## src/rtl/led_seg_output_if.sv

```systemverilog
// CPU IO write bus as seen by the LED / seven-segment output port.
// The address decoder drives the store strobe, address and data.
interface led_seg_output_if;
  logic        ledCtrl;
  logic [31:0] address;
  logic [31:0] writeData;

  modport master (output ledCtrl, address, writeData);
  modport slave  (input  ledCtrl, address, writeData);
endinterface

```

## src/rtl/led_seg_output.sv

```systemverilog
// Write-only IO peripheral: latches CPU stores into LED / hex / mask holding registers
// and scans an 8-digit multiplexed seven-segment display one digit per SCAN_DIV cycles.
module led_seg_output #(
  parameter int SCAN_DIV = 100000,
  parameter int CNT_W    = 20
) (
  input  logic              clk,
  input  logic              rst,
  led_seg_output_if.slave   bus,
  output logic [15:0]       led,
  output logic [7:0]        segEn,
  output logic [7:0]        segOut
);
  localparam logic [31:0] ADDR_LED    = 32'hffff_ffc1;
  localparam logic [31:0] ADDR_LED_HI = 32'hffff_ffc3;
  localparam logic [31:0] ADDR_HEX    = 32'hffff_ffc5;
  localparam logic [31:0] ADDR_MASK   = 32'hffff_ffc7;

  logic [15:0]      led_reg;
  logic [31:0]      hex_reg;
  logic [7:0]       mask_reg;
  logic [CNT_W-1:0] prescaler;
  logic [2:0]       idx;
  logic             wrap;
  logic [3:0]       nibble;
  logic [6:0]       seg7;

  assign wrap   = (prescaler == CNT_W'(SCAN_DIV - 1));
  assign nibble = hex_reg[{idx, 2'b00} +: 4];

  // Segment pattern {g,f,e,d,c,b,a} for the currently scanned digit.
  always_comb begin
    seg7 = 7'h00;
    case (nibble)
      4'h0: seg7 = 7'h3F;
      4'h1: seg7 = 7'h06;
      4'h2: seg7 = 7'h5B;
      4'h3: seg7 = 7'h4F;
      4'h4: seg7 = 7'h66;
      4'h5: seg7 = 7'h6D;
      4'h6: seg7 = 7'h7D;
      4'h7: seg7 = 7'h07;
      4'h8: seg7 = 7'h7F;
      4'h9: seg7 = 7'h6F;
      4'hA: seg7 = 7'h77;
      4'hB: seg7 = 7'h7C;
      4'hC: seg7 = 7'h39;
      4'hD: seg7 = 7'h5E;
      4'hE: seg7 = 7'h79;
      4'hF: seg7 = 7'h71;
      default: seg7 = 7'h00;
    endcase
  end

  always_ff @(posedge clk) begin
    if (rst) begin
      led_reg   <= '0;
      hex_reg   <= '0;
      mask_reg  <= '0;
      prescaler <= '0;
      idx       <= '0;
      led       <= '0;
      segEn     <= '0;
      segOut    <= '0;
    end else begin
      if (bus.ledCtrl) begin
        case (bus.address)
          ADDR_LED:    led_reg       <= bus.writeData[15:0];
          ADDR_LED_HI: led_reg[15:8] <= bus.writeData[7:0];
          ADDR_HEX:    hex_reg       <= bus.writeData;
          ADDR_MASK:   mask_reg      <= bus.writeData[7:0];
          default:     ;
        endcase
      end

      // Every digit owns a full slot, lit or blanked, so the scan period is fixed.
      if (wrap) begin
        prescaler <= '0;
        idx       <= idx + 3'd1;
      end else begin
        prescaler <= prescaler + CNT_W'(1);
      end

      led <= led_reg;
      if (mask_reg[idx]) begin
        segEn  <= 8'b1 << idx;
        segOut <= {1'b0, seg7};
      end else begin
        segEn  <= '0;
        segOut <= '0;
      end
    end
  end
endmodule

```

## src/flat_wrapper.sv

```systemverilog
// flat-port wrapper written by rule: the top's interface ports become plain ports
module led_seg_output_flat 
#(
  parameter int SCAN_DIV = 100000,
  parameter int CNT_W    = 20
)
  (clk, rst, led, segEn, segOut, bus_ledCtrl, bus_address, bus_writeData);
  led_seg_output_if bus_i ();
  input  logic clk;
  input  logic rst;
  output logic [15:0] led;
  output logic [7:0] segEn;
  output logic [7:0] segOut;
  input wire logic [$bits(bus_i.ledCtrl)-1:0] bus_ledCtrl;
  input wire logic [$bits(bus_i.address)-1:0] bus_address;
  input wire logic [$bits(bus_i.writeData)-1:0] bus_writeData;
  assign bus_i.ledCtrl = bus_ledCtrl;
  assign bus_i.address = bus_address;
  assign bus_i.writeData = bus_writeData;
  led_seg_output #(.SCAN_DIV(SCAN_DIV), .CNT_W(CNT_W)) u_core (.clk(clk), .rst(rst), .bus(bus_i), .led(led), .segEn(segEn), .segOut(segOut));
endmodule
```

## config.mk

```make
export PLATFORM = sky130hd
export DESIGN_NAME = led_seg_output_flat
export DESIGN_NICKNAME = d
export VERILOG_FILES = /design/src/rtl/led_seg_output_if.sv /design/src/rtl/led_seg_output.sv /design/src/flat_wrapper.sv
export SDC_FILE = /design/constraint.sdc
export NUM_CORES = 1
export LEC_CHECK = 0
export ABC_AREA = 1
export CORE_AREA = 4 4 125 127
export CTS_BUF_LIST = sky130_fd_sc_hd__clkbuf_2 sky130_fd_sc_hd__clkbuf_4 sky130_fd_sc_hd__clkbuf_8
export DETAILED_ROUTE_END_ITERATION = 7
export DIE_AREA = 0 0 129 131
export GPL_ROUTABILITY_DRIVEN = 0
export GPL_TIMING_DRIVEN = 0
export PLACE_DENSITY = 0.59
export REMOVE_ABC_BUFFERS = 1
export SYNTH_ARGS = -nofsm -noshare
export SYNTH_HDL_FRONTEND = slang
export SYNTH_SLANG_ARGS = --single-unit
```

## constraint.sdc

```tcl
create_clock -name clk -period 3.15 [get_ports clk]
set_input_delay 0.63 -clock clk [delete_from_list [all_inputs] [get_ports clk]]
set_output_delay 0.63 -clock clk [all_outputs]
set_load 0.02 [all_outputs]
```

# Word-level counts from Yosys, hierarchy flattened
# Memories as Yosys holds them, arrays and structs flattened. A register that Yosys moved wholly into a read port is not among the register bits.
# Cells that the tools add are included.
# totals
ff_bits	104
mem_bits_ro	112
output_inout_bits	32
memories	1
# classes
add_sub_neg	2
magnitude_cmp	1
eq_ne	5
shift	2
n_mux	3
bitwise	1
reduce_logical	7
# mem_list
name	words	word_bits	rd	rd_ports_with_merged_regs	write_ports	line_no	rtl
(name not given)	16	7	1	1	0	led_seg_output.sv:34	case (nibble)
# ops
op	count
32-bit == test (second input constant)	4
32-bit by 6-bit variable part select with 4-bit output	1
20-bit by 1-bit adder with 20-bit output (second input constant)	1
20-bit by 17-bit == test with 1-bit output (second input constant)	1
8-bit one-hot mux with 2 select lines	1
2-bit AND reduction	4
1-bit by 3-bit << shifter with 8-bit output (first input constant)	1
3-bit by 4-bit < comparator with 1-bit output (second input constant)	1
2-bit OR reduction	2
3-bit by 1-bit adder with 3-bit output (second input constant)	1
1-bit binary-select mux with 3-bit select	1
2-bit nonzero test	1
1-bit two-way mux	1
1-bit inverter	1

# Longest topological paths before layout
# Gate-level depths: netlist of run 1.
# depth
word_depth	4
mapped_depth	13
mapped_depth_nobuf	12

# Least setup slack after synthesis of run 1
# OpenSTA, ideal clock, no wires.
# synth_path
kind	reg-to-reg
start	register u_core.idx[0]
end	register u_core.segOut[3]
setup_time_ns	0.064
arrival_ns	1.750
required_ns	3.086
setup_slack_ns	1.336
stages_incl_launch_ff	13
n_path_buf	2
synth_period_minus_slack_ns	1.814
cell_sequence	dfxtp_1 buf_6 buf_2 o211ai_1 nand2_1 o21ai_1 inv_1 ha_1 inv_1 nand2_2 o21ai_0 nor2_1 nor2_1
# synth_between
elab_chain_len	4
# synth_lines
item	line_no	rtl
start, declared	led_seg_output.sv:23	logic [2:0] idx;
start signal, assigned	led_seg_output.sv:79	idx <= idx + 3'd1;
parallel branches: the longest is 4 deep, another holds 32-bit by 6-bit variable part select with 4-bit output	--	
end, declared	led_seg_output.sv:12	output logic [7:0] segOut
# Parallel ways; which one is timed is not known. The select of a mux whose other input is x is not followed.
# A chain may end at the register's enable or synchronous reset.

# Worst setup path in the final report of run 1
# layout_path
start	input rst
end	register u_core.prescaler[17]
# layout_between
elab_chain_len	1
# layout_lines
item	line_no	rtl
start, declared	flat_wrapper.sv:10	input logic rst;
2-bit OR reduction (no source line)	--	
end signal, assigned	led_seg_output.sv:81	prescaler <= prescaler + CNT_W'(1);
end, declared	led_seg_output.sv:22	logic [CNT_W-1:0] prescaler;
# Every way passes these cells.

==> flow_summary.yaml, run 1 <==
power_and_ir_drop:
  power_mw: 2.427
  peakVddDrop_v: 0.0001761
  power_density_nw_per_um2: 380.8
  leakage_nw: 2.523
critical_path:
  cp-start-kind: "input pin"
  slowest_stage: "clkdlybuf4s50_1"
  critPathMaxFanout: 58
  path_cells: "clkdlybuf4s50_1 > inv_4 > nand2_1 > nor3_1"
  timing.rr.start: "u_core.idx[1]"
  crit_start: "rst"
  cp.buffers_inverters: 2
  crit_family: "buffers and inverters"
  cp-end-kind: "register"
  critical_path_class: "input pin to register"
  slowest_delay_ns: 0.93
  arrival_ns: 3.12
  required_ns: 3.45
final_layout:
  antenna_cells: 0
  utilization_pct: 44.19
  drive_gt1_share_pct: 6.944
  area_delta_synth_final_pct: 24.64
  final_nets: 866
  final_cells: 976
  nFillCells: 1552
logic_synthesis:
  syn_area_um2: 5114
  synthArstFlopShare_pct: 0
  synth_cell_types: 35
  ys_seq_elements: 110
  synth_flop_cell: "dfxtp_1"
  ys_seq_area_share_pct: 43.06
  syn_area_per_cell_um2: 7.253
  synth_enable_flop_cells: 0
  syn_inst: 705
  yosysWarningCount: 0
clock_network:
  path_clk_slew_ns: 0.10
  cts_resized: 1
  numCtsBuffers: 9
  post_cts_buffers: 0
  cts_buffer_depth: 2
  htree_num_levels: 3
  hold_buffers: 0
  cts.sinks: 110
  cts-root-buf: "clkbuf_8"
  worstSkewPairLatency_ns: 0.39
  tritoncts: "yes"
timing:
  max_freq_mhz: 354.2
  worstMarginPinSlew_ns: 1.001
  relSlewSlack_pct: 33.04
  fin_crit_ns: 2.823
  setup_ws_ns: 0.3271
  finalSetupViolCount: 0
  fin_skew_ns: 0.01597
  slew_violations: 0
  fin_crit_sh_pct: 89.62
  rsz0062_at_grt: "false"
  hold_viol_final: 0
place:
  portBuffers: 97
  numPlacedInstances: 960
  place_hpwl_mm: 8.750
  pre_cts_ws_ns: -0.4534
route:
  routed_wl_mm: 11.95
  routedWlPerCell_um: 12.25
  detail-route-antenna-nets: 0
  initialDrtViolationCount: 234
  vias_per_cell: 4.648
  first_pass_iters: 4
  drc: 0
  num_vias: 4536
worst_hold_path:
  min_path_type: "register to register"
  hold_start: "u_core.led_reg[10]"
outcome:
  status: "finished, final reports clean"
grt:
  use_met3_pct: 4.431
  grt_use_total_pct: 14.76
  met1_usage_pct: 17.68
  grt_max_degree: 65
  grt_overflow: 0
  grt_pass1_vias: 4503
  top_usage_layer: "met2"
  antenna_found_initial: 0
  grt_pass1_wl_mm: 20.12
  grt_util_met2_pct: 24.76
job:
  maxCapViolCount: 0
floorplanning:
  initial_core_util_pct: 35.45
  die_h_um: 131
  die-area_um2: 16900
  ios: 99
  core-area_um2: 14420
  die_w_um: 129
  num_rows: 44
cell usage in the layout, fill, tap and decap left out, types with 2 or more instances in the layout:
cell	synthesis	routed
a21oi_1	72	72
clkbuf_8	0	10
clkdlybuf4s50_1	0	97
clkinvlp_4	0	2
dfxtp_1	110	109
ha_1	12	12
inv_1	88	87
inv_2	6	6
inv_4	1	2
nand2_1	137	137
nand2_2	9	9
nand3_1	45	45
nand3_2	6	6
nand3b_1	2	2
nand4_1	8	8
nand4_2	2	2
nand4_4	2	2
nor2_1	91	91
nor2_4	6	6
nor3_1	4	4
o211ai_1	6	6
o21ai_0	40	40
o21ai_1	13	13
or2_0	2	2
xor2_1	8	8
power breakdown:
part | total, mW | switching, mW | internal (mW) | leakage [nW]
combinational | 0.155 | 0.0670 | 0.0883 | 1.54
sequential | 1.40 | 0.00269 | 1.39 | 0.887
clock | 0.876 | 0.477 | 0.399 | 0.0990
metal layers:
layer,vias to the layer above,part of all wire [%]
li1,2408,-
met1,2012,46
met2,107,46
met3,9,6.6
met4,0,1.4
met5,-,0
cells by family (layout without fill, tap and decap cells):
group	count (synthesis)	in the layout	synth area share, %
AO/OA/AOI/OAI	131	131	13.11
XOR/XNOR	9	9	1.542
adder cells (fa/ha/maj)	12	12	2.936
buffers and inverters	122	209	10.01
flip-flops	110	110	43.06
other	1	1	0.07333
AND/OR/NAND/NOR	320	320	29.26
worst min-delay path, cell delays in order, from the launching register on:
cell and delay (ns):
dfxtp_1 0.31, inv_1 0.06, nor2_1 0.04
cells in the mapped netlist, types with 2 or more instances:
cell	number	area, um^2
nand4_2	2	25.02
o211ai_1	6	45.04
nand2_1	137	514.2
clkbuf_1	8	30.03
or2_0	2	12.51
ha_1	12	150.1
buf_4	4	30.03
nand2_2	9	56.30
nand4_1	8	50.05
nand3b_1	2	15.01
inv_2	6	22.52
nand4_4	2	42.54
nor3_1	4	20.02
nor2_4	6	67.56
xor2_1	8	70.07
inv_1	88	330.3
dfxtp_1	110	2202
nand3_2	6	60.06
buf_2	11	55.05
nor2_1	91	341.6
o21ai_1	13	65.06
a21oi_1	72	360.4
o21ai_0	40	200.2
nand3_1	45	225.2
buf_6	3	33.78
path summary, 6_finish.rpt:
check / end / slack (ns) / depth (start not counted)
hold / removal: u_core.led[10] / 0.44 / 2
setup reg to reg: u_core.segOut[0] / 0.62 / 9
hold reg to reg: u_core.led[10] / 0.44 / 2
setup / recovery: u_core.prescaler[17] / 0.33 / 4
through the flow:
step	hold WS, ns	cell area (um^2)	TNS [ns]
after floorplan	0.4098	4965	0
after global placement	0.4174	6166	-42.97
after detailed placement	0.4217	6166	-9.213
after CTS	0.4386	6372	0
after global routing	0.4631	6374	0
final	0.4371	6374	0
area by class of cell:
cell class / count / area, um^2 / share of cell area (%)
Clock buffer: 11 / 145.1 / 2.277
Sequential cell: 110 / 2203 / 34.57
Tap cell: 184 / 230.2 / 3.612
Inverter: 96 / 365.4 / 5.732
Clock inverter: 5 / 58.81 / 0.9227
Multi-Input combinational cell: 473 / 2400 / 37.65
Timing Repair Buffer: 97 / 970.9 / 15.23
Power figures use the tool's default switching activity.
==> inputs of run 2 (changes only) <==
==> constraint.sdc (replaced) <==
create_clock -name clk -period 3 [get_ports clk]
set_input_delay 0.6 -clock clk [delete_from_list [all_inputs] [get_ports clk]]
set_output_delay 0.6 -clock clk [all_outputs]
set_load 0.02 [all_outputs]
==> run 2 against run 1 <==
Compared with the run above:
- register-to-register slack got worse by 0.15 ns
- critical path depth unchanged
- cell count unchanged
- clock power increased by 5.3%
- largest cell class unchanged
==> flow_summary.yaml, run 2 (same netlist as run 1, synthesis figures left out) <==
final_layout:
  final_nets: 866
  final_cells: 976
  final_common_cell: "nand2_1"
  area_delta_synth_final_pct: 24.69
  nFillCells: 1551
  regArea_um2: 2203
  final_cell_mix: "137 x nand2_1, 109 x dfxtp_1, 97 x clkdlybuf4s50_1"
  antenna_cells: 0
  utilization_pct: 44.21
  drive_gt1_share_pct: 6.944
  multi_input_area_um2: 2400
route:
  initialDrtViolationCount: 234
  num_vias: 4526
  routedWlPerCell_um: 12.25
  drc: 0
  first_pass_iters: 4
  detail-route-antenna-nets: 0
  vias_per_cell: 4.637
  routed_wl_mm: 11.96
power_and_ir_drop:
  peakVddDrop_v: 0.0001849
  power_mw: 2.550
  leakage_nw: 2.523
  power_density_nw_per_um2: 400.0
clock_network:
  cts.sinks: 110
  path_clk_slew_ns: 0.10
  post_cts_buffers: 0
  cts-root-buf: "clkbuf_8"
  hold_buffers: 0
  numCtsBuffers: 9
  cts_buffer_depth: 2
  htree_num_levels: 3
  tritoncts: "yes"
  worstSkewPairLatency_ns: 0.39
worst_hold_path:
  min_path_type: "register to register"
grt:
  antenna_found_initial: 0
  grt_pass1_vias: 4503
  grt_use_total_pct: 14.76
  grt_util_met2_pct: 24.76
  top_usage_layer: "met2"
  use_met3_pct: 4.431
  grt_pass1_wl_mm: 20.12
  met1_usage_pct: 17.68
  grt_overflow: 0
  grt_max_degree: 65
floorplanning:
  core-area_um2: 14420
  num_rows: 44
  die_h_um: 131
  die_w_um: 129
  ios: 99
  die-area_um2: 16900
  initial_core_util_pct: 35.45
timing:
  max_freq_mhz: 372.5
  relSlewSlack_pct: 30.77
  fin_crit_sh_pct: 89.49
  setup_ws_ns: 0.3154
  slew_violations: 0
  fin_skew_ns: 0.01596
  fin_crit_ns: 2.685
  rsz0062_at_grt: "false"
  finalSetupViolCount: 0
  worstMarginPinSlew_ns: 1.035
  hold_viol_final: 0
  fin_setup_tns_ns: 0
critical_path:
  required_ns: 3.30
  critPathMaxFanout: 58
  arrival_ns: 2.98
  critical_path_class: "input pin to register"
  cp-end-kind: "register"
  cp-start-kind: "input pin"
  regToRegSetupSlack_ns: 0.47
place:
  place_hpwl_mm: 8.750
  numPlacedInstances: 960
  pre_cts_ws_ns: -0.5734
  portBuffers: 97
outcome:
  status: "finished, final reports clean"
job:
  maxCapViolCount: 0
-- run 2: cell types whose count changed in the layout (fill, tap and decap cells not counted) --
cell | previous run | this run
inv_6 | 0 | 1
inv_4 | 2 | 1
-- run 2: worst max-delay path: stages --
cell and delay (ns):
clkdlybuf4s50_1 0.95, inv_6 0.59, nand2_1 0.52, nor3_1 0.29
-- run 2: path summary, 6_finish.rpt --
path	start	end	cells past startpoint
worst max-delay path	rst	u_core.prescaler[17]	4
worst min-delay path	u_core.led_reg[8]	u_core.led[8]	2
worst max register to register	u_core.idx[1]	u_core.segOut[0]	9
worst min register to register	u_core.led_reg[8]	u_core.led[8]	2
-- run 2: final cells by class --
cell class | instances | share of cell area, %
inverter | 96 | 5.769
clock buffer | 11 | 2.276
sequential | 110 | 34.56
multi-input combinational | 473 | 37.64
timing repair buffer | 97 | 15.23
clock inverter | 5 | 0.9223
tap | 184 | 3.611
-- run 2: where the power goes --
part | switching (mW) | internal (mW)
Combinational | 0.0704 | 0.0928
Sequential | 0.00283 | 1.46
Clock | 0.503 | 0.418
-- run 2: repair_timing --
item,4_1_cts,5_1_grt
resized for setup,1,2
setup endpoints to repair,20,13
gates cloned,0,0
pin swaps,0,0
-- run 2: routing by layer --
layer / part of all wire (%) / up-vias
li1: - / 2407
met1: 46 / 2004
met2: 45 / 104
met3: 6.6 / 11
met4: 1.7 / 0
met5: 0 / -
-- run 2: per-stage QoR --
step           hold WS (ns)  cell area, um^2
3_5_place_dp         0.4217             6166
3_3_place_gp         0.4174             6166
2_1_floorplan        0.4098             4965
6_report             0.4374             6376
5_1_grt              0.4631             6376
4_1_cts              0.4386             6372
